**src/rtl/timer_mc.sv**
```systemverilog
// Multi-channel timer bank: CHANNELS independent up/down/triangle counters
// advanced by one shared programmable prescaler tick.
module timer_mc #(
    parameter int unsigned WIDTH    = 16,
    parameter int unsigned CHANNELS = 4,
    parameter int unsigned PRESC_W  = 8
) (
    input  logic                      clk,
    input  logic                      rstn,
    input  logic [PRESC_W-1:0]        presc,
    input  logic [CHANNELS*WIDTH-1:0] top,
    input  logic [CHANNELS*2-1:0]     mode,
    input  logic [CHANNELS-1:0]       oneshot,
    input  logic [CHANNELS-1:0]       en,
    input  logic [CHANNELS-1:0]       start,
    input  logic [CHANNELS-1:0]       irq_clr,
    output logic [CHANNELS*WIDTH-1:0] cnt,
    output logic [CHANNELS-1:0]       wrap,
    output logic [CHANNELS-1:0]       irq,
    output logic [CHANNELS-1:0]       running
);

    typedef enum logic {StIdle, StRun} state_e;

    localparam logic [WIDTH-1:0]   CntOne = WIDTH'(1);
    localparam logic [PRESC_W-1:0] PcOne  = PRESC_W'(1);

    logic [PRESC_W-1:0] pc_q;
    logic               tick;

    // Exact-match compare: a pc above a newly lowered presc rolls through 2^PRESC_W.
    assign tick = (pc_q == presc);

    always_ff @(posedge clk or negedge rstn) begin
        if (!rstn) begin
            pc_q <= '0;
        end else if (tick) begin
            pc_q <= '0;
        end else begin
            pc_q <= pc_q + PcOne;
        end
    end

    for (genvar i = 0; i < CHANNELS; i++) begin : g_ch
        state_e           state_q;
        logic [WIDTH-1:0] cnt_q, cnt_d, top_ch;
        logic [1:0]       md;
        logic             dir_q, dir_d;  // 0 = up, 1 = down
        logic             wrap_q, irq_q, ev, advance;

        assign md      = mode[2*i +: 2];
        assign top_ch  = top[i*WIDTH +: WIDTH];
        assign advance = (state_q == StRun) && en[i] && tick;

        always_comb begin
            cnt_d = cnt_q;
            dir_d = dir_q;
            ev    = 1'b0;
            case (md)
                2'b01: begin
                    dir_d = 1'b1;
                    if (cnt_q == '0) begin
                        ev    = 1'b1;
                        cnt_d = top_ch;
                    end else begin
                        cnt_d = cnt_q - CntOne;
                    end
                end
                2'b10: begin
                    if (top_ch == '0) begin
                        // Degenerate triangle: pinned at zero, wrapping every tick.
                        ev    = 1'b1;
                        cnt_d = '0;
                    end else if (!dir_q) begin
                        if (cnt_q >= top_ch) begin
                            ev    = 1'b1;
                            dir_d = 1'b1;
                            cnt_d = top_ch - CntOne;
                        end else begin
                            cnt_d = cnt_q + CntOne;
                        end
                    end else begin
                        if (cnt_q == '0) begin
                            ev    = 1'b1;
                            dir_d = 1'b0;
                            cnt_d = CntOne;
                        end else begin
                            cnt_d = cnt_q - CntOne;
                        end
                    end
                end
                default: begin
                    dir_d = 1'b0;
                    if (cnt_q >= top_ch) begin
                        ev    = 1'b1;
                        cnt_d = '0;
                    end else begin
                        cnt_d = cnt_q + CntOne;
                    end
                end
            endcase
        end

        always_ff @(posedge clk or negedge rstn) begin
            if (!rstn) begin
                state_q <= StIdle;
                cnt_q   <= '0;
                dir_q   <= 1'b0;
                wrap_q  <= 1'b0;
                irq_q   <= 1'b0;
            end else begin
                wrap_q <= 1'b0;
                if (start[i]) begin
                    state_q <= StRun;
                    cnt_q   <= (md == 2'b01) ? top_ch : '0;
                    dir_q   <= (md == 2'b01);
                end else if (advance) begin
                    if (ev) begin
                        wrap_q <= 1'b1;
                    end
                    if (ev && oneshot[i]) begin
                        state_q <= StIdle;
                    end else begin
                        cnt_q <= cnt_d;
                        dir_q <= dir_d;
                    end
                end
                // Set beats clear when both land on the same edge.
                if (advance && ev && !start[i]) begin
                    irq_q <= 1'b1;
                end else if (irq_clr[i]) begin
                    irq_q <= 1'b0;
                end
            end
        end

        assign cnt[i*WIDTH +: WIDTH] = cnt_q;
        assign wrap[i]               = wrap_q;
        assign irq[i]                = irq_q;
        assign running[i]            = (state_q == StRun);
    end

endmodule

```
**config.mk**
```make
export PLATFORM = sky130hd
export DESIGN_NAME = timer_mc
export DESIGN_NICKNAME = d
export VERILOG_FILES = /design/src/rtl/timer_mc.sv
export SDC_FILE = /design/constraint.sdc
export NUM_CORES = 1
export LEC_CHECK = 0
export CAP_MARGIN = 25
export CORE_UTILIZATION = 60
export DETAILED_ROUTE_END_ITERATION = 16
export DONT_BUFFER_PORTS = 1
export GPL_TIMING_DRIVEN = 0
export PLACE_DENSITY = 0.86
export SLEW_MARGIN = 15
export SYNTH_ARGS = -nofsm -noshare
export SYNTH_HDL_FRONTEND = slang
export SYNTH_SLANG_ARGS = --single-unit
```
**constraint.sdc**
```tcl
create_clock -name clk -period 3.3 [get_ports clk]
set_clock_uncertainty 0.15 [all_clocks]
set_input_delay 0.66 -clock clk [delete_from_list [all_inputs] [get_ports clk]]
set_output_delay 0.66 -clock clk [all_outputs]
set_load 0.02 [all_outputs]
```
; Yosys cells after proc, flatten, opt, wreduce, memory -nomap -nowiden
; Index checks and enable logic that the tools add are counted.
[classes]
add_sub_neg = 13
multipliers = 0
div_mod_pow = 0
magnitude_cmp = 4
eq_ne = 17
n_shift = 0
mux = 125
bitwise = 0
n_reduce_logical = 56
[op_table]
columns = operator, count
row1 = 16-bit 2-to-1 mux, 40
row2 = 16-bit logical NOT, 8
row3 = 16-bit one-hot mux with 2 select lines, 4
row4 = "16-bit by 1-bit subtractor with 16-bit output, second input constant", 8
row5 = 1-bit 2-to-1 mux, 72
row6 = "16-bit by 1-bit adder with 16-bit output, second input constant", 4
row7 = 16-bit >= comparator, 4
row8 = 2-bit nonzero test, 12
row9 = 1-bit logical AND, 20
row10 = 1-bit one-hot mux with 2 select lines, 8
row11 = 2-bit AND reduction, 8
row12 = "3-bit inequality test, second input constant", 4
row13 = 3-bit AND reduction, 4
row14 = "8-bit by 1-bit adder with 8-bit output, second input constant", 1
row15 = "2-bit by 1-bit equality test with 1-bit output, second input constant", 4
row16 = "2-bit equality test, second input constant", 4
row17 = 8-bit equality test, 1
row18 = 8-bit 2-to-1 mux, 1
row19 = "2-bit inequality test, second input constant", 4
row20 = 1-bit logical NOT, 4
[totals]
register_bits = 88
latch_bits = 0
ramBits = 0
romBits = 0
inputBits = 98
out_inout_bits = 76
n_memories = 0

; Logic depth before layout (Yosys ltp)
[depth]
ltp_word = 9
depth_mapped = 13
ltp_nobuf = 10

; Least setup slack after synthesis
; OpenSTA, ideal clock, no wires.
[synth_timing]
kind = flip-flop to flip-flop
from = register g_ch[1].cnt_q[0]
to = register g_ch[1].cnt_q[13]
setup_ns = 0.125
arrival_ns = 3.291
t_required_ns = 3.025
slack_ns = -0.266
stages_incl_launch_ff = 13
path_buffers = 2
period_less_slack_ns = 3.566
path_cell_list = dfrtp_1 > clkbuf_1 > inv_1 > ha_1 > nand2b_1 > a2111o_1 > a311oi_1 > o21ai_1 > o21a_1 > o21ai_1 > a21o_1 > buf_2 > mux2_2
[synth_between]
elab_chain_cells = 8
word_cells_on_any_way = 22
cone_classes = add/sub: 2 / order compare: 1 / eq/ne: 1 / mux: 15 / reduce/logical: 3
[synth_rtl]
columns = element, line_no
row1 = from (decl), 46  ; logic [WIDTH-1:0] cnt_q, cnt_d, top_ch;
row2 = from (signal assigned), 115  ; cnt_q <= (md == 2'b01) ? top_ch : '0;
row3 = from (signal assigned), 124  ; cnt_q <= cnt_d;
row4 = 16-bit by 1-bit adder with 16-bit output (tied with other cells), "80, 98"
row5 = 16-bit 2-to-1 mux (tied with other cells), 75  ; if (cnt_q >= top_ch) begin
row6 = 16-bit 2-to-1 mux or 1-bit 2-to-1 mux (tied branches), 74  ; end else if (!dir_q) begin
row7 = 16-bit 2-to-1 mux or 1-bit 2-to-1 mux (tied branches), 70  ; if (top_ch == '0) begin
row8 = 16-bit one-hot mux with 2 select lines or 1-bit one-hot mux with 2 select lines (tied branches), 59  ; case (md)
row9 = 16-bit 2-to-1 mux or 1-bit logical AND (tied branches), 121  ; if (ev && oneshot[i]) begin
row10 = 16-bit 2-to-1 mux or 2-bit inequality test (tied branches), --
row11 = 16-bit 2-to-1 mux or 2-bit AND reduction (tied branches), --
; Several ways; a longest one is shown, not always the timed one. The select of a mux whose other input is x is not followed.
; A chain may end at the register's enable or synchronous reset.

; Worst setup path in the final report
[layout_timing]
from = register g_ch[1].cnt_q[3]
to = register g_ch[1].cnt_q[7]
; Same word-level chain as after synthesis.

==> results.py <==
metrics = {
    "outcome": {
        "status": "finished, violations left",
        "violations": "negative setup slack",
    },
    "pwr": {
        "combinationalPowerShare_pct": 50.5,
        "internal-power_uw": 3040,
        "p_sw_uw": 2710,
        "p_leak_uw": 0.00581,
        "irDropWorstVdd_mv": 0.301,
        "p_per_area_nw_per_um2": 395,
        "power_uw": 5740,
        "switching_share_pct": 47.1,
        "seqPwrFrac_pct": 29.7,
        "clkPwrFrac_pct": 19.8,
    },
    "yosys": {
        "synth_xor_xnor_area_share_pct": 11.9,
        "synth_warnings": 0,
        "synthMuxAreaShare_pct": 2.23,
        "ys.flop_type": "dfrtp_1",
        "synth.avg_cell_area_um2": 7.18,
        "synthCells": 1756,
        "synth_area_leaders": "dfrtp_1 17%, ha_1 9.2%, xnor2_1 8.7%",
        "synth_simple_gate_area_share_pct": 26.1,
        "seq_area_frac_synth_pct": 17.5,
        "synth_top_family_by_area": "simple AND/OR/NAND/NOR gates",
        "synth_area_um2": 12600,
        "syn-num-nets": 1947,
        "yosys.area.top_type": "dfrtp_1",
        "yosysMostFrequentCell": "nand2_1",
        "synth_seq_cells": 88,
        "synthArstFlopShare_pct": 100,
        "synthAdderAreaFrac_pct": 9.23,
        "synth_edf_count": 0,
        "synth_compound_area_share_pct": 25.3,
        "synth_top_area_share_pct": 17.5,
        "synth_cell_types": 83,
        "synthTopCellsByCount": "157 x nand2_1, 153 x nor2_1, 125 x xnor2_1",
    },
    "worst_setup_path": {
        "crit_type": "flip-flop to flip-flop",
        "worstPathArrival_ns": 3.61,
        "critPathRequiredTime_ns": 3.40,
        "r2r_setup_slack_ns": -0.20,
        "end_kind": "flip-flop",
        "rr_worst_depth": 10,
        "worst_setup_path_start_kind": "flip-flop",
        "crit_fanout": 8,
    },
    "cells_and_area": {
        "layout-drive-gt1-share_pct": 15.3,
        "area_growth_syn_to_layout_pct": 15.3,
        "nNetsFinal": 2013,
        "multiInputGateArea_um2": 9910,
        "n_antenna_cell": 0,
        "fill_cells": 1684,
        "ff_latch_area_um2": 2230,
        "final_core_util_pct": 71.1,
    },
    "route": {
        "drcViolationCount": 0,
        "drt_first_iter_violations": 2239,
        "drtAntennaViolNets": 0,
        "vias": 15000,
        "routed_wl_mm": 48.4,
        "avgViaCountPerCell": 7.15,
        "wire_per_inst_um": 23.1,
        "first_pass_iters": 10,
    },
    "timing": {
        "finalHoldViolCount": 0,
        "setup_viol": 19,
        "holdWs_ns": 0.0319,
        "min_period_ns": 3.50,
        "max_slew_margin_pct": 22.6,
        "tightestPinTransition_ns": 1.16,
        "rsz0062_at_grt": "true",
        "slew_violations": 0,
        "timing.fmax_ghz": 0.286,
        "worst_slack_ns": -0.202,
        "fin_crit_sh_pct": 106,
    },
    "placement": {
        "place.gp.congestion": 1.07,
        "hpwl_mm": 33.6,
        "io_buffers": 0,
        "dp_slack_ns": -1.04,
    },
    "hold_path": {
        "hp-class": "input pin to async pin",
    },
    "die": {
        "die_area_um2": 21600,
        "die_h_um": 147,
        "rows": 52,
        "coreArea_um2": 20400,
        "start_util_pct": 61.7,
        "ios": 174,
        "die-width_um": 147,
    },
    "global_routing": {
        "overflow": 0,
        "grt_pass1_wl_mm": 73.7,
        "grt_antenna_before_repair": 0,
        "grt_max_degree": 89,
        "track_usage_pct": 42.8,
        "first_global_vias": 14000,
    },
    "clock_network": {
        "worstSkewPairLatency_ns": 0.37,
        "clkTransAtPathRegs_ns": 0.08,
        "numCtsBuffers": 9,
        "tritoncts": "done",
        "clock_path_buffers": 2,
        "cts.sinks": 88,
        "cts_htree_levels": 3,
        "cts_root_buffer": "clkbuf_16",
    },
    "job": {
        "maxCapViolCount": 0,
    },
}
[repair_timing]
item                                   CTS  global route
setup endpoints to repair               75            72
hold buffers                             1             0
pin swaps                               29            38
resized for setup                      128           155
buffers inserted                        32            27
cloned                                   0             2
endpoints found under the hold margin   88             0
[logic make-up (layout without fill, tap and decap cells)]
group           count (synthesis)  after routing
compound gates                468            468
xor+xnor                      171            171
fa+ha+maj                      93             93
buf+inv                       244            315
flops                          88             88
mux                            26             26
simple gates                  666            666
[flip-flops by register name (all words and copies together) (netlist names)]
name and cells:
g_ch.dir_q 4, g_ch.wrap_q 4, g_ch.irq_q 4, g_ch.state_q 4, g_ch.cnt_q 64, pc_q 8
[final timing paths]
| check | start | to |
|---|---|---|
| setup / recovery | g_ch[1].cnt_q[3] | g_ch[1].cnt_q[7] |
| hold / removal | rstn | g_ch[2].cnt_q[4] |
| setup reg to reg | g_ch[1].cnt_q[3] | g_ch[1].cnt_q[7] |
| hold reg to reg | g_ch[1].irq_q | g_ch[1].irq_q |
| max in group asynchronous | rstn | g_ch[3].cnt_q[11] |
| min in group clk | oneshot[3] | g_ch[3].state_q |
[critical path, stage by stage, from the launching register on]
cell,delay (ns)
dfrtp_2,0.48
buf_6,0.15
or4_4,0.55
or3_4,0.40
or3_4,0.43
buf_8,0.17
nand3_4,0.12
nor2_2,0.05
a2111o_1,0.38
a32o_2,0.27
mux2_4,0.25
[placed cells by master (no fill, tap or decap), types with 62 or more instances in the layout]
cell and count:
a21oi_1 89, dfrtp_1 62, ha_1 93, inv_1 105, nand2_1 152, nand3_1 86
nor2_1 144, nor3_1 73, o21ai_0 74, xnor2_1 125
[metrics by stage]
stage	setup TNS (ns)	std cells	cell area, um^2
after global placement	-40.90	2026	13000
after global routing	-2.77	2097	14500
after detailed placement	-45.41	2026	13000
final	-1.94	2097	14500
after CTS	-2.60	2071	14000
after floorplan	-0.110	1756	12600
[final cells by class]
| class | instances | share of cell area, % |
|---|---|---|
| multi-input cells | 1424 | 68.2 |
| inverters | 109 | 2.85 |
| well taps | 270 | 2.32 |
| flip-flops and latches | 88 | 15.4 |
| clock buffers | 10 | 1.64 |
| clock inverters | 6 | 0.456 |
| plain buffers | 130 | 5.45 |
| repair buffers | 60 | 3.67 |
[power groups by stage]
stage | Combinational (uW) | Clock (uW) | Sequential (uW)
6_report | 2900 | 1140 | 1710
3_3_place_gp | 2360 | 0 | 1700
4_1_cts | 2620 | 1140 | 1690
3_5_place_dp | 2420 | 0 | 1710
5_1_grt | 3120 | 1170 | 1730
2_1_floorplan | 1890 | 0 | 1610
[layer usage]
metal	GRT usage, %	vias up	wire [um]
met1	55.1	6960	18100
met3	11.5	254	6630
met5	0	-	0
met4	21.9	0	2460
li1	-	6553	-
met2	65.9	1235	21300
Note: power is estimated with default switching activity, not from simulation.
